--- config.mk ---
export PLATFORM = sky130hd
export DESIGN_NAME = pipeline_ctrl
export DESIGN_NICKNAME = d
export VERILOG_FILES = /design/src/rtl/pipeline_pkg.sv /design/src/rtl/step_counter.sv /design/src/rtl/pipeline_ctrl.sv
export SDC_FILE = /design/constraint.sdc
export NUM_CORES = 1
export LEC_CHECK = 0
export BUFFER_PORTS_ARGS = -buffer_cell sky130_fd_sc_hd__buf_2
export CORE_ASPECT_RATIO = 0.75
export CORE_MARGIN = 5
export CORE_UTILIZATION = 61
export DETAILED_ROUTE_END_ITERATION = 7
export PLACE_DENSITY = 0.86
export SETUP_SLACK_MARGIN = 0.15
export SLEW_MARGIN = 40
export SYNTH_ARGS = -nofsm -noshare
export SYNTH_HDL_FRONTEND = slang
export SYNTH_HIERARCHICAL = 1
export SYNTH_SLANG_ARGS = --single-unit
export TNS_END_PERCENT = 20
--- constraint.sdc ---
create_clock -name clk -period 3.9 [get_ports clk]
set_input_delay 0.78 -clock clk [delete_from_list [all_inputs] [get_ports clk]]
set_output_delay 0.78 -clock clk [all_outputs]
set_load 0.005 [all_outputs]
--- src/rtl/pipeline_pkg.sv ---
// Shared definitions for the pipeline run-control block: FSM encodings,
// default pipeline geometry and inter-stage latch indices.
package pipeline_pkg;

    localparam int unsigned NUM_STAGES_DEF   = 5;
    localparam int unsigned BRANCH_STAGE_DEF = 3;
    localparam int unsigned STATE_W          = 3;

    typedef enum logic [STATE_W-1:0] {
        ST_IDLE   = 3'd0,
        ST_RUN    = 3'd1,
        ST_STEP   = 3'd2,
        ST_DRAIN  = 3'd3,
        ST_HALTED = 3'd4
    } state_e;

    localparam int unsigned L_IF_ID  = 0;
    localparam int unsigned L_ID_EX  = 1;
    localparam int unsigned L_EX_MEM = 2;
    localparam int unsigned L_MEM_WB = 3;

    // Pipeline advances (PC/latches may move, cycle counter ticks)
    function automatic logic is_active(input state_e s);
        return (s == ST_RUN) || (s == ST_STEP) || (s == ST_DRAIN);
    endfunction

endpackage

--- src/rtl/step_counter.sv ---
// Loadable down-counter with a terminal flag raised when the count is at or
// below one; shared by the step budget and the post-HALT drain.
module step_counter #(
    parameter int unsigned W = 16
) (
    input  logic         clk,
    input  logic         rst,
    input  logic         load,
    input  logic [W-1:0] load_value,
    input  logic         dec,
    output logic         terminal
);

    logic [W-1:0] count;

    always_ff @(posedge clk or posedge rst) begin
        if (rst) begin
            count <= '0;
        end else if (load) begin
            count <= load_value;
        end else if (dec && (count != '0)) begin
            count <= count - W'(1);
        end
    end

    assign terminal = (count <= W'(1));

endmodule

--- src/rtl/pipeline_ctrl.sv ---
// Run-control and pipeline sequencing: run/step/halt modes, load-use stalls,
// branch flushes and the drain of in-flight instructions after HALT.
module pipeline_ctrl
    import pipeline_pkg::*;
#(
    parameter int unsigned NUM_STAGES   = NUM_STAGES_DEF,
    parameter int unsigned BRANCH_STAGE = BRANCH_STAGE_DEF,
    parameter int unsigned STEP_W       = 16,
    parameter int unsigned CYC_W        = 32
) (
    input  logic                  clk,
    input  logic                  rst,
    input  logic                  i_run,
    input  logic                  i_halt,
    input  logic                  i_step,
    input  logic [STEP_W-1:0]     i_step_count,
    input  logic                  i_load_hazard,
    input  logic                  i_branch_taken,
    input  logic                  i_halt_detect,
    output logic                  o_pc_enable,
    output logic [NUM_STAGES-2:0] o_latch_enable,
    output logic [NUM_STAGES-2:0] o_latch_flush,
    output logic [STATE_W-1:0]    o_state,
    output logic                  o_halted,
    output logic [CYC_W-1:0]      o_cycle_count
);

    localparam int unsigned LW = NUM_STAGES - 1;
    localparam logic [LW-1:0] WRONG_PATH_MASK = LW'((64'd1 << BRANCH_STAGE) - 64'd1);
    localparam logic [STEP_W-1:0] DRAIN_LEN = STEP_W'(NUM_STAGES - 2);

    state_e              state, state_nx;
    logic                active;
    logic                halt_req;
    logic                step_load, step_dec, step_term;
    logic                drain_load, drain_dec, drain_term;
    logic [STEP_W-1:0]   step_value;
    logic [CYC_W-1:0]    cycle_count;

    assign active     = is_active(state);
    // A HALT seen alongside a taken branch is on the wrong path
    assign halt_req   = i_halt_detect && !i_branch_taken;
    assign step_value = (i_step_count == '0) ? STEP_W'(1) : i_step_count;

    always_ff @(posedge clk or posedge rst) begin
        if (rst) begin
            state <= ST_IDLE;
        end else begin
            state <= state_nx;
        end
    end

    always_comb begin
        state_nx       = state;
        step_load      = 1'b0;
        step_dec       = 1'b0;
        drain_load     = 1'b0;
        drain_dec      = 1'b0;
        o_pc_enable    = 1'b0;
        o_latch_enable = '0;
        o_latch_flush  = '0;

        case (state)
            ST_IDLE: begin
                if (i_halt) begin
                    state_nx = ST_IDLE;
                end else if (i_run) begin
                    state_nx = ST_RUN;
                end else if (i_step) begin
                    state_nx  = ST_STEP;
                    step_load = 1'b1;
                end
            end
            ST_RUN: begin
                if (i_halt) begin
                    state_nx = ST_IDLE;
                end else if (halt_req) begin
                    state_nx   = ST_DRAIN;
                    drain_load = 1'b1;
                end
            end
            ST_STEP: begin
                step_dec = 1'b1;
                if (i_halt) begin
                    state_nx = ST_IDLE;
                end else if (halt_req) begin
                    state_nx   = ST_DRAIN;
                    drain_load = 1'b1;
                end else if (step_term) begin
                    state_nx = ST_IDLE;
                end
            end
            ST_DRAIN: begin
                drain_dec = 1'b1;
                if (drain_term) begin
                    state_nx = ST_HALTED;
                end
            end
            ST_HALTED: state_nx = ST_HALTED;
            default:   state_nx = ST_IDLE;
        endcase

        // Strobe decode: drain > branch > load-use hazard > normal advance
        if (active) begin
            o_pc_enable    = 1'b1;
            o_latch_enable = '1;
            if (state == ST_DRAIN) begin
                o_pc_enable            = 1'b0;
                o_latch_flush[L_IF_ID] = 1'b1;
                if (i_branch_taken) begin
                    o_latch_flush = o_latch_flush | WRONG_PATH_MASK;
                end
            end else begin
                if (i_branch_taken) begin
                    o_latch_flush = WRONG_PATH_MASK;
                end else if (i_load_hazard) begin
                    o_pc_enable             = 1'b0;
                    o_latch_enable[L_IF_ID] = 1'b0;
                    o_latch_flush[L_ID_EX]  = 1'b1;
                end
                if (halt_req) begin
                    o_pc_enable = 1'b0;
                end
            end
        end
    end

    step_counter #(.W(STEP_W)) u_step_cnt (
        .clk        (clk),
        .rst        (rst),
        .load       (step_load),
        .load_value (step_value),
        .dec        (step_dec),
        .terminal   (step_term)
    );

    step_counter #(.W(STEP_W)) u_drain_cnt (
        .clk        (clk),
        .rst        (rst),
        .load       (drain_load),
        .load_value (DRAIN_LEN),
        .dec        (drain_dec),
        .terminal   (drain_term)
    );

    // Saturating count of active cycles, stalls included
    always_ff @(posedge clk or posedge rst) begin
        if (rst) begin
            cycle_count <= '0;
        end else if (active && (cycle_count != '1)) begin
            cycle_count <= cycle_count + CYC_W'(1);
        end
    end

    assign o_state       = state;
    assign o_halted      = (state == ST_HALTED);
    assign o_cycle_count = cycle_count;

endmodule

==> run_results.csv <==
group,metric,value,unit
timing,setup_viol,0,
power_and_ir_drop,cellPowerDensity,563,mW/mm^2
setup_path,crit_type,"reg -> out",
clock_tree,root_buffer,"clkbuf_8",
timing,fin_tns_setup,0,ps
setup_path,critPathArrivalTime,2010,ps
layout,fin_nets,546,
synth,synthArstFlopShare,100,%
clock_tree,clock-sinks,67,
floorplan,core-area,0.00644,sq mm
clock_tree,clock_latency,360,ps
clock_tree,cts-resized-gates,0,
clock_tree,clkTransAtPathRegs,80,ps
setup_path,critPathCaptureType,"output port",
floorplan,start_util,63.9,%
power_and_ir_drop,peakVddDrop,420,uV
timing,fmax,0.358,GHz
timing,layout_min_cycle_time,2790,ps
global_route,grt.total_usage,25.0,%
synth,syn_area,0.00412,sq mm
layout,antenna_cells,0,
route,num_vias,3746,
floorplan,rows,25,
global_route,antenna_found_initial,0,
route,drcViolationCount,0,
status,status,"complete, no violations",
synth,ys.flop_type,"dfrtp_1",
timing,rsz0062_at_grt,"no",
route,drt_iter0_drc,309,
clock_tree,cts_tree,"done",
route,routed_wl,10100,um
global_route,grt_pass1_vias,3501,
floorplan,die-area,0.00851,sq mm
clock_tree,clk_path_buf_depth,2,
placed_design,place_worst_setup_slack,1190,ps
route,vias_per_cell,6.21,
layout,syn_to_final_growth,14.6,%
setup_path,path_cells,"or2b_1 -> or2_2 -> inv_1 -> or2_2 -> buf_2",
timing,worst_clock_skew,7.82,ps
worst_hold_path,holdCritPathClass,"reg -> reg",
route,routedWlPerCell,16.7,um
floorplan,die_height,81.2,um
synth,seq_area_frac_synth,40.7,%
timing,whs,492,ps
layout,layout-drive-gt1-share,20.7,%
timing,setup_slack,1110,ps
setup_path,cp_common_cell,"or2_2",
synth,synth_seq_cells,67,
setup_path,critical-path-max-stage-delay,480,ps
clock_tree,postCtsSetupBuffers,0,
setup_path,startpoint_type,"flip-flop",
route,final_antenna_net_count,0,
synth,synthCells,456,
placed_design,dp_hpwl,7120,um
global_route,grt_max_degree,24,
route,first_pass_iters,5,
global_route,overflow,0,
clock_tree,numCtsBuffers,9,
timing,slew_headroom,42.2,%
floorplan,ios,69,
timing,worst_slew_pin_slew,865,ps
setup_path,worst-path-max-fanout,12,
power_and_ir_drop,leakage,2.01,nW
synth,synth-edff-count,0,
global_route,grt_pass1_wl,17200,um
timing,final.period_utilization,71.7,%
placed_design,io_buffers,67,
clock_tree,cts_hold_buf,0,
timing,final_max_slew_viol_count,0,
placed_design,place_congestion,0.884,
synth,syn_avg_cell_area,9.03,sq um
run,drv_cap,0,
timing,hold_viol,0,
synth,yosysWarnings,6,
clock_tree,cts_max_level,3,
synth,synth.distinct_cells,60,
setup_path,required,3120,ps
setup_path,slowest_stage,"dfrtp_1",
layout,final_cell_mix,"buf_2, dfrtp_1, nor2_1",
floorplan,die_w,105,um
-- sequential cells by signal, summed over array words and instances (netlist names) --
name               flops
u_step_cnt/count      16
o_cycle_count         32
o_state                3
u_drain_cnt/count     16
-- final cells by class --
class	instances	area, sq um
Fill cell	476	1730
Timing Repair Buffer	70	358
Inverter	22	82.6
Multi-Input combinational cell	347	2270
Clock buffer	10	138
Sequential cell	67	1680
Tap cell	81	101
Clock inverter	6	95.1
-- layer usage --
| layer | GRT usage [%] | routed length, um | vias up |
|---|---|---|---|
| met3 | 6.67 | 889 | 21 |
| li1 | - | - | 1771 |
| met2 | 36.1 | 4350 | 180 |
| met4 | 9.07 | 218 | 0 |
| met5 | 0 | 0 | - |
| met1 | 36.2 | 4630 | 1774 |
-- path summary, 6_finish.rpt --
path / start / end / slack [ps] / depth (start not counted)
max: o_state[1] / o_latch_flush[0] / 1110 / 5
min: o_cycle_count[20] / o_cycle_count[20] / 490 / 1
max reg2reg: o_state[1] / u_drain_cnt/count[15] / 1160 / 7
min reg2reg: o_cycle_count[20] / o_cycle_count[20] / 490 / 1
max in group asynchronous: rst / o_cycle_count[12] / 2700 / 3
min in group asynchronous: rst / o_cycle_count[5] / 500 / 2
-- stage by stage --
| stage | area [sq um] | power [W] | util (%) | std cells |
|---|---|---|---|---|
| CTS | 4720 | 0.00266 | 73.2 | 603 |
| finish | 4720 | 0.00266 | 73.2 | 603 |
| floorplan | 4170 | 0.00173 | - | 471 |
| global route | 4720 | 0.00284 | 73.2 | 603 |
| detailed placement | 4480 | 0.00196 | 69.6 | 587 |
| global placement | 4480 | 0.00192 | 69.5 | 587 |
-- cell usage after synthesis, drive strengths merged, types with 2 or more instances --
library cell	instances	share of area, %
a211oi	2	0.61
a21o	6	1.1
a21oi	10	1.2
a22oi	2	0.36
a2bb2oi	2	0.43
a31o	2	0.43
a31oi	13	2.0
and2	3	0.46
and3	7	1.1
and4	6	1.3
buf	11	1.7
clkbuf	24	2.2
conb	2	0.18
dfrtp	67	41
ha	5	1.5
inv	22	2.0
nand2	33	3.0
nand2b	3	0.46
nand3	29	3.5
nand3b	3	0.55
nand4	19	3.0
nand4b	2	0.43
nor2	35	3.2
nor2b	5	0.76
nor3	6	0.73
nor3b	6	1.1
nor4	14	3.5
nor4b	3	1.0
o211ai	12	2.2
o21a	3	0.55
o21ai	14	1.7
o22a	2	0.43
o311ai	6	1.3
o31ai	4	0.73
o41ai	4	0.85
or2	7	1.2
or3	9	1.4
or4	13	2.4
or4b	2	0.49
xnor2	29	6.2
xor2	2	0.43
-- report_power, final --
part	internal (W)	switching, W	leakage, nW
registers	0.000882	0.000273	0.831
clock network	0.000384	0.000295	0.117
logic	0.000384	0.000438	1.06
total	0.00165	0.00101	2.01
-- critical path: cells and delay by family (launching register included) --
kind          cells  cell delay [ps]
simple gates      3              800
buf+inv           2              390
flops             1              480
-- cell families after synthesis --
logic type / count (synthesis) / synth area share, %
mux: 1 / 0.273
simple gates: 206 / 29.7
other cells: 2 / 0.182
buf+inv: 57 / 5.92
flops: 67 / 40.7
compound gates: 87 / 15.0
xor+xnor: 31 / 6.59
fa+ha+maj: 5 / 1.52
(Power assumes the default switching activity.)
